--- config.mk ---
export PLATFORM = sky130hd
export DESIGN_NAME = pipe_hazard_ctrl_flat
export DESIGN_NICKNAME = d
export VERILOG_FILES = /design/src/rtl/pipe_hazard_ctrl_if.sv /design/src/rtl/pipe_hazard_ctrl.sv /design/src/flat_wrapper.sv
export SDC_FILE = /design/constraint.sdc
export NUM_CORES = 1
export LEC_CHECK = 0
export ABC_CLOCK_PERIOD_IN_PS = 2680
export BUFFER_PORTS_ARGS = -buffer_cell sky130_fd_sc_hd__buf_2
export CORE_MARGIN = 5
export CORE_UTILIZATION = 53
export DETAILED_ROUTE_END_ITERATION = 12
export PLACE_DENSITY = 0.79
export SYNTH_ARGS = -nofsm -noshare
export SYNTH_HDL_FRONTEND = slang
export SYNTH_SLANG_ARGS = --single-unit
--- constraint.sdc ---
create_clock -name clk -period 2.68 [get_ports clk]
set_input_delay 0.536 -clock clk [delete_from_list [all_inputs] [get_ports clk]]
set_output_delay 0.536 -clock clk [all_outputs]
set_load 0.01 [all_outputs]
--- src/rtl/pipe_hazard_ctrl_if.sv ---
// pipe_hazard_ctrl_if: decode/execute hazard signals between pipeline and hazard control
interface pipe_hazard_ctrl_if;
  logic [4:0]  D_rs1, D_rs2, D_rd;
  logic        D_rs1_used, D_rs2_used;
  logic        D_reg_write, D_is_load, D_is_muldiv;
  logic        E_branch_taken, mdu_done;
  logic        stall, jb, freeze, mdu_start;
  logic [1:0]  fwd_rs1_sel, fwd_rs2_sel;
  logic [15:0] stall_cnt;
  modport master (
    output D_rs1, D_rs2, D_rd, D_rs1_used, D_rs2_used, D_reg_write, D_is_load, D_is_muldiv,
           E_branch_taken, mdu_done,
    input  stall, jb, freeze, mdu_start, fwd_rs1_sel, fwd_rs2_sel, stall_cnt
  );
  modport slave (
    input  D_rs1, D_rs2, D_rd, D_rs1_used, D_rs2_used, D_reg_write, D_is_load, D_is_muldiv,
           E_branch_taken, mdu_done,
    output stall, jb, freeze, mdu_start, fwd_rs1_sel, fwd_rs2_sel, stall_cnt
  );
endinterface

--- src/rtl/pipe_hazard_ctrl.sv ---
// pipe_hazard_ctrl: forwarding selects, load-use stall, branch flush and mul/div freeze
module pipe_hazard_ctrl (
  input logic clk,
  input logic rst,
  pipe_hazard_ctrl_if.slave h
);
  typedef struct packed {
    logic [4:0] rd;
    logic       rw;
    logic       ld;
    logic       md;
  } stage_t;
  typedef enum logic {RUN, MDU_BUSY} state_t;
  state_t state, state_nx;
  stage_t e_q, m_q, w_q, d_s;
  logic stall, jb, freeze, mdu_start, load_use;
  logic [15:0] cnt;
  function automatic logic hit(stage_t s, logic [4:0] src, logic used);
    return used && s.rw && s.rd == src && s.rd != 5'd0;
  endfunction
  function automatic logic [1:0] sel(stage_t e, stage_t m, stage_t w, logic [4:0] src, logic used);
    return hit(e, src, used) ? 2'd1 : hit(m, src, used) ? 2'd2 : hit(w, src, used) ? 2'd3 : 2'd0;
  endfunction
  assign d_s = '{rd: h.D_rd, rw: h.D_reg_write, ld: h.D_is_load, md: h.D_is_muldiv};
  always_comb begin
    state_nx  = state;
    mdu_start = 1'b0;
    freeze    = 1'b0;
    if (state == RUN) begin
      mdu_start = e_q.md;
      freeze    = e_q.md;
      state_nx  = e_q.md ? MDU_BUSY : RUN;
    end else begin
      freeze    = !h.mdu_done;
      state_nx  = h.mdu_done ? RUN : MDU_BUSY;
    end
  end
  assign load_use = e_q.ld && (hit(e_q, h.D_rs1, h.D_rs1_used) || hit(e_q, h.D_rs2, h.D_rs2_used));
  assign jb    = h.E_branch_taken && !freeze;
  // flush beats load-use: the dependent instruction is being squashed anyway
  assign stall = load_use && !freeze && !jb;
  always_ff @(posedge clk) begin
    if (rst) begin
      state <= RUN;
      e_q   <= '0;
      m_q   <= '0;
      w_q   <= '0;
      cnt   <= '0;
    end else begin
      state <= state_nx;
      if (!freeze) begin
        e_q <= (stall || jb) ? '0 : d_s;
        m_q <= e_q;
        w_q <= m_q;
      end
      if ((stall || freeze) && cnt != 16'hFFFF) cnt <= cnt + 16'd1;
    end
  end
  assign h.stall       = stall;
  assign h.jb          = jb;
  assign h.freeze      = freeze;
  assign h.mdu_start   = mdu_start;
  assign h.fwd_rs1_sel = sel(e_q, m_q, w_q, h.D_rs1, h.D_rs1_used);
  assign h.fwd_rs2_sel = sel(e_q, m_q, w_q, h.D_rs2, h.D_rs2_used);
  assign h.stall_cnt   = cnt;
endmodule

--- src/flat_wrapper.sv ---
// flat-port wrapper written by rule: the top's interface ports become plain ports
module pipe_hazard_ctrl_flat 
  (clk, rst, h_D_rs1, h_D_rs2, h_D_rd, h_D_rs1_used, h_D_rs2_used, h_D_reg_write, h_D_is_load, h_D_is_muldiv, h_E_branch_taken, h_mdu_done, h_stall, h_jb, h_freeze, h_mdu_start, h_fwd_rs1_sel, h_fwd_rs2_sel, h_stall_cnt);
  pipe_hazard_ctrl_if h_i ();
  input logic clk;
  input logic rst;
  input wire logic [$bits(h_i.D_rs1)-1:0] h_D_rs1;
  input wire logic [$bits(h_i.D_rs2)-1:0] h_D_rs2;
  input wire logic [$bits(h_i.D_rd)-1:0] h_D_rd;
  input wire logic [$bits(h_i.D_rs1_used)-1:0] h_D_rs1_used;
  input wire logic [$bits(h_i.D_rs2_used)-1:0] h_D_rs2_used;
  input wire logic [$bits(h_i.D_reg_write)-1:0] h_D_reg_write;
  input wire logic [$bits(h_i.D_is_load)-1:0] h_D_is_load;
  input wire logic [$bits(h_i.D_is_muldiv)-1:0] h_D_is_muldiv;
  input wire logic [$bits(h_i.E_branch_taken)-1:0] h_E_branch_taken;
  input wire logic [$bits(h_i.mdu_done)-1:0] h_mdu_done;
  output wire logic [$bits(h_i.stall)-1:0] h_stall;
  output wire logic [$bits(h_i.jb)-1:0] h_jb;
  output wire logic [$bits(h_i.freeze)-1:0] h_freeze;
  output wire logic [$bits(h_i.mdu_start)-1:0] h_mdu_start;
  output wire logic [$bits(h_i.fwd_rs1_sel)-1:0] h_fwd_rs1_sel;
  output wire logic [$bits(h_i.fwd_rs2_sel)-1:0] h_fwd_rs2_sel;
  output wire logic [$bits(h_i.stall_cnt)-1:0] h_stall_cnt;
  assign h_i.D_rs1 = h_D_rs1;
  assign h_i.D_rs2 = h_D_rs2;
  assign h_i.D_rd = h_D_rd;
  assign h_i.D_rs1_used = h_D_rs1_used;
  assign h_i.D_rs2_used = h_D_rs2_used;
  assign h_i.D_reg_write = h_D_reg_write;
  assign h_i.D_is_load = h_D_is_load;
  assign h_i.D_is_muldiv = h_D_is_muldiv;
  assign h_i.E_branch_taken = h_E_branch_taken;
  assign h_i.mdu_done = h_mdu_done;
  assign h_stall = h_i.stall;
  assign h_jb = h_i.jb;
  assign h_freeze = h_i.freeze;
  assign h_mdu_start = h_i.mdu_start;
  assign h_fwd_rs1_sel = h_i.fwd_rs1_sel;
  assign h_fwd_rs2_sel = h_i.fwd_rs2_sel;
  assign h_stall_cnt = h_i.stall_cnt;
  pipe_hazard_ctrl u_core (.clk(clk), .rst(rst), .h(h_i));
endmodule
# Yosys cells after proc, flatten, opt, wreduce, memory -nomap -nowiden
# Index checks and enable logic that the tools add are counted.
# W data, S select, Z words.
# op_classes
eq_ne,7
n_reduce_logical,32
n_mul,0
bitwise_logic,0
muxes,12
div,0
magnitude_cmp,0
shift,0
addsub,1
# op_table
operator,count
$eq A5 B5 Y1,6
$logic_and A1 B1 Y1,23
$add A16 B1 Y16 const B,1
$ne A16 B16 Y1 const B,1
$reduce_bool A5 Y1,3
$mux W2,6
$mux W8,1
$mux W1,5
$logic_not A1 Y1,3
$logic_or A1 B1 Y1,3
# totals
mem_count,0
latchBits,0
mem_bits_ro,0
input_bits,24
reg_bits,37
ramBits,0
output_inout_bits,24

# Logic depth before layout (Yosys ltp)
# logic_depth
ltp_word,9
mapped_depth,9
depth_no_buf,6

# Least setup slack after synthesis
# OpenSTA, ideal clock, no wires.
# synth_timing
path_type,reg2reg
from,register u_core.e_q[6] (netlist bit)
to,"register u_core.cnt[14], in the netlist u_core.h.stall_cnt[14]"
n_path_buf,1
arrival_time_ps,2017
stages_incl_launch_ff,8
path_slack_ps,542
required_time_ps,2559
path_cell_list,dfxtp_1 -> nor3_2 -> a21bo_1 -> or3b_4 -> a22o_4 -> buf_6 -> nor4_1 -> mux2_2
# synth_between
elab_chain_len,9
elab_cells_between_ends,13
cone_classes,eq/ne (2); reduce/logical (11)
# synth_lines
element,line_no,source
start: declaration,pipe_hazard_ctrl.sv:15,"stage_t e_q, m_q, w_q, d_s;"
start signal: assignment,pipe_hazard_ctrl.sv:52,e_q <= (stall || jb) ? '0 : d_s;
$eq A5 B5 Y1,pipe_hazard_ctrl.sv:19,return used && s.rw && s.rd == src && s.rd != 5'd0;
$logic_and A1 B1 Y1 (2 in series),pipe_hazard_ctrl.sv:19,
$logic_or A1 B1 Y1 (*),pipe_hazard_ctrl.sv:38,"assign load_use = e_q.ld && (hit(e_q, h.D_rs1, h.D_rs1_used) || hit(e_q, h.D_rs2, h.D_rs2_used));"
$logic_and A1 B1 Y1 (*),pipe_hazard_ctrl.sv:38,
$logic_and A1 B1 Y1 (*) (2 in series),pipe_hazard_ctrl.sv:41,assign stall = load_use && !freeze && !jb;
$logic_or A1 B1 Y1 (*),pipe_hazard_ctrl.sv:56,if ((stall || freeze) && cnt != 16'hFFFF) cnt <= cnt + 16'd1;
$logic_and A1 B1 Y1 (*),pipe_hazard_ctrl.sv:56,
end signal: assignment,pipe_hazard_ctrl.sv:56,
end: declaration,pipe_hazard_ctrl.sv:17,logic [15:0] cnt;
# Mark *: on every way between the ends. The rest lies on a longest branch, timed or not.
# A chain may end at the register's enable or synchronous reset.

# Worst setup path after layout
# layout_timing
from,register u_core.w_q[4] (netlist bit)
to,output port h_fwd_rs1_sel[1]
# layout_between
elab_chain_len,6
elab_cells_between_ends,7
cone_classes,eq/ne (1); mux (3); reduce/logical (3)
# layout_lines
element,line_no,source
start: declaration,pipe_hazard_ctrl.sv:15,
start signal: assignment,pipe_hazard_ctrl.sv:54,w_q <= m_q;
$eq A5 B5 Y1,pipe_hazard_ctrl.sv:19,
$logic_and A1 B1 Y1,pipe_hazard_ctrl.sv:19,
$logic_and A1 B1 Y1 (*),pipe_hazard_ctrl.sv:19,
$mux W2 (*) (3 in series),pipe_hazard_ctrl.sv:22,"return hit(e, src, used) ? 2'd1 : hit(m, src, used) ? 2'd2 : hit(w, src, used) ? 2'd3 : 2'd0;"
end: declaration,flat_wrapper.sv:21,output wire logic [$bits(h_i.fwd_rs1_sel)-1:0] h_fwd_rs1_sel;
# Marks and branches as above.

==> flow_summary.yaml <==
critical_path:
  crit_chain: "or4_1 -> o21ai_0 -> nor3_1 -> a31oi_1 -> nor2_1 -> buf_2"
  crit_fanout: 4
  max_stage_delay_ns: 0.51
  cp_slowest_cell: "or4_1"
  r2r_cells: 6
  worstReg2RegStart: "u_core.e_q[7]"
  r2r_setup_slack_ns: 0.29
  r2r-end: "u_core.h.stall_cnt[14]"
  required_ns: 2.14
  worst_setup_path_start_kind: "register"
  crit_type: "reg2out"
  crit_arrival_ns: 2.01
  cp-end-kind: "output port"
placed_design:
  portBuffers: 47
  dpl-instance-area_um2: 2330
  routabilityCongestion: 0.867
  dp_hpwl_um: 3880
logic_synthesis:
  ys_ff_latch: 37
  synthTopCellsByArea: "dfxtp_1 36%, xnor2_1 7.7%, nand2_1 6.4%"
  synthArstFlopShare: 0
  avgSynthCellArea_um2: 8.40
  post-synth-top-area-fraction: 0.360
  ys.flop_type: "dfxtp_1"
  yosys.area.top_type: "dfxtp_1"
  yosys.cell_count.top_type: "dfxtp_1"
  syn_area_um2: 2060
  synth-edff-count: 0
  synth_seq_area_share: 0.360
  syn-num-nets: 270
  yosys-top-cells-count: "37 x dfxtp_1, 35 x nand2_1, 24 x a21oi_1, 18 x xnor2_1"
  netlist_instances: 245
  ys_warn_count: 0
  ys_types: 41
detailed_routing:
  drt.antenna.violating_nets: 0
  viasPerCell: 5.71
  routed_wl_um: 5260
  post-route-drc-count: 0
  vias: 1947
  drt-initial-drc-count: 94
  drtPass1Iterations: 4
  routedWlPerCell_um: 15.4
timing:
  fin_crit_sh: 0.948
  relSlewSlack: 0.438
  setup_viol: 0
  tightest_slew_ns: 0.839
  slew_viol_final: 0
  finalHoldViolations: 0
  fmax_mhz: 394
  clock_skew_ns: 0.0102
  period_needed_ns: 2.54
  rsz0062_at_grt: "false"
  fin_tns_setup_ns: 0
grt:
  overflow: 0
  grt_use_total: 0.211
  grt_pass1_wl_um: 8830
  grt_pass1_vias: 1889
  antenna_found_initial: 0
  grt_max_degree: 35
power_and_ir_drop:
  irDropWorstVdd_v: 0.000354
  p_per_area_nw_per_um2: 509
  design_power_total_w: 0.00125
  power.internal_w: 0.000913
  switching_share: 0.268
  leakage_nw: 0.993
  clkPwrFrac: 0.394
  seq_power_share: 0.470
  p_comb_frac: 0.136
  p_sw_w: 0.000334
cts:
  htree_num_levels: 2
  clk_pin_slew_ns: 0.09
  insertion_delay_ns: 0.29
  cts_hold_buf: 0
  cts.sinks: 37
  cts-root-buf: "clkbuf_8"
  clock_tree.buffer_depth: 2
  cts_tree: "yes"
  numCtsBuffers: 5
worst_hold_path:
  hold_depth: 2
  holdCritStartpoint: "h_D_is_muldiv"
  hold_class: "in2reg"
  worstHoldEndpoint: "u_core.e_q[0]"
floorplan:
  die_y_um: 72.3
  die_x_um: 72.3
  start_util: 0.554
  core_area_um2: 3720
  boundaryPins: 48
  fp.dieArea_um2: 5230
  rows: 22
finish:
  final_nets: 317
  layout-drive-gt1-share: 0.242
  syn_to_final_growth_pct: 19.2
  nFillCells: 335
  finalInstanceArea_um2: 2450
  num_antenna_cells: 0
outcome:
  status: "completed"
job:
  maxCapViolations: 0
## logic make-up (layout without fill, tap and decap cells)
logic type / after synthesis / in the layout / synth area share
XOR/XNOR: 30 / 30 / 0.128
buffers and inverters: 13 / 61 / 0.0298
flip-flops: 37 / 37 / 0.360
adder cells (fa/ha/maj): 1 / 1 / 0.00608
multiplexers: 4 / 4 / 0.0219
AND/OR/NAND/NOR: 104 / 104 / 0.273
AO/OA/AOI/OAI: 56 / 56 / 0.182
## critical path: cells and delay by family (launching register included)
family / cells / cell delay (ns)
flip-flops: 1 / 0.36
buffers and inverters: 1 / 0.14
AO/OA/AOI/OAI: 2 / 0.51
AND/OR/NAND/NOR: 3 / 0.71
## power groups by stage
stage	Clock [W]	Combinational [W]	Sequential (W)
after floorplan	0	0.000116	0.000592
after global placement	0	0.000164	0.000598
after detailed placement	0	0.000169	0.000598
after CTS	0.000499	0.000169	0.000585
after global routing	0.000520	0.000189	0.000588
final	0.000491	0.000170	0.000586
## routing by layer
layer  GRT usage  vias up  wire length, um
li1            -      982                -
met1       0.265      902             2290
met2       0.347       57             2520
met3      0.0512        6              362
met4      0.0814        0               80
met5           0        -                0
## sequential cells by signal, indices dropped and copies added (netlist names)
| name | cells |
|---|---|
| u_core.w_q | 6 |
| u_core.m_q | 6 |
| u_core.h.stall_cnt | 16 |
| u_core.e_q | 8 |
| u_core.state | 1 |
## area by class of cell
cell class | instances | area (um2) | share of cell area
repair buffers | 51 | 265 | 0.108
flip-flops and latches | 37 | 741 | 0.302
inverters | 2 | 7.51 | 0.00306
well taps | 48 | 60.1 | 0.0245
clock inverters | 3 | 46.3 | 0.0189
multi-input cells | 195 | 1260 | 0.515
clock buffers | 5 | 68.8 | 0.0281
## stage by stage
| stage | utilization | setup WS (ns) | hold WS, ns | instances |
|---|---|---|---|---|
| 2_1_floorplan | - | 0.542 | 0.428 | 245 |
| 3_3_place_gp | 0.627 | 0.210 | 0.438 | 333 |
| 3_5_place_dp | 0.627 | 0.172 | 0.448 | 333 |
| 4_1_cts | 0.658 | 0.105 | 0.437 | 341 |
| 5_1_grt | 0.660 | 0.00374 | 0.451 | 341 |
| 6_report | 0.660 | 0.139 | 0.445 | 341 |
## worst max-delay path by stage
stage | startpoint | to | slack, ns | cells past startpoint
5_1_grt | u_core.m_q[3] | h_fwd_rs2_sel[0] | 0.004 | 5
3_5_place_dp | h_D_rs1[4] | u_core.h.stall_cnt[5] | 0.17 | 8
4_1_cts | u_core.e_q[7] | h_stall | 0.10 | 6
3_3_place_gp | h_D_rs1[4] | u_core.h.stall_cnt[13] | 0.21 | 8
6_report | u_core.w_q[4] | h_fwd_rs1_sel[1] | 0.14 | 6
2_1_floorplan | u_core.e_q[6] | u_core.h.stall_cnt[14] | 0.54 | 7
## cell usage in the layout (no fill, tap or decap), types with 2 or more instances in the layout
cell type and instances:
a21o_1 2, clkbuf_8 5, nor3_2 2, or4_1 12, and2_1 2, nand3_1 9
and3_1 7, a22o_1 8, buf_2 47, dfxtp_1 37, nor3_1 5, buf_4 4
a21oi_1 24, o21ai_0 4, o31ai_1 11, nor2b_1 5, mux2_2 4, nand2_1 35
xnor2_1 18, nor4_1 4, nor2_1 11, nand4_1 3, xor2_1 12
## what timing repair did
item | CTS | global route
setup endpoints to repair | 0 | 1
setup buffers | 0 | 0
gates resized for setup | 0 | 2
Power figures use the tool's default switching activity.
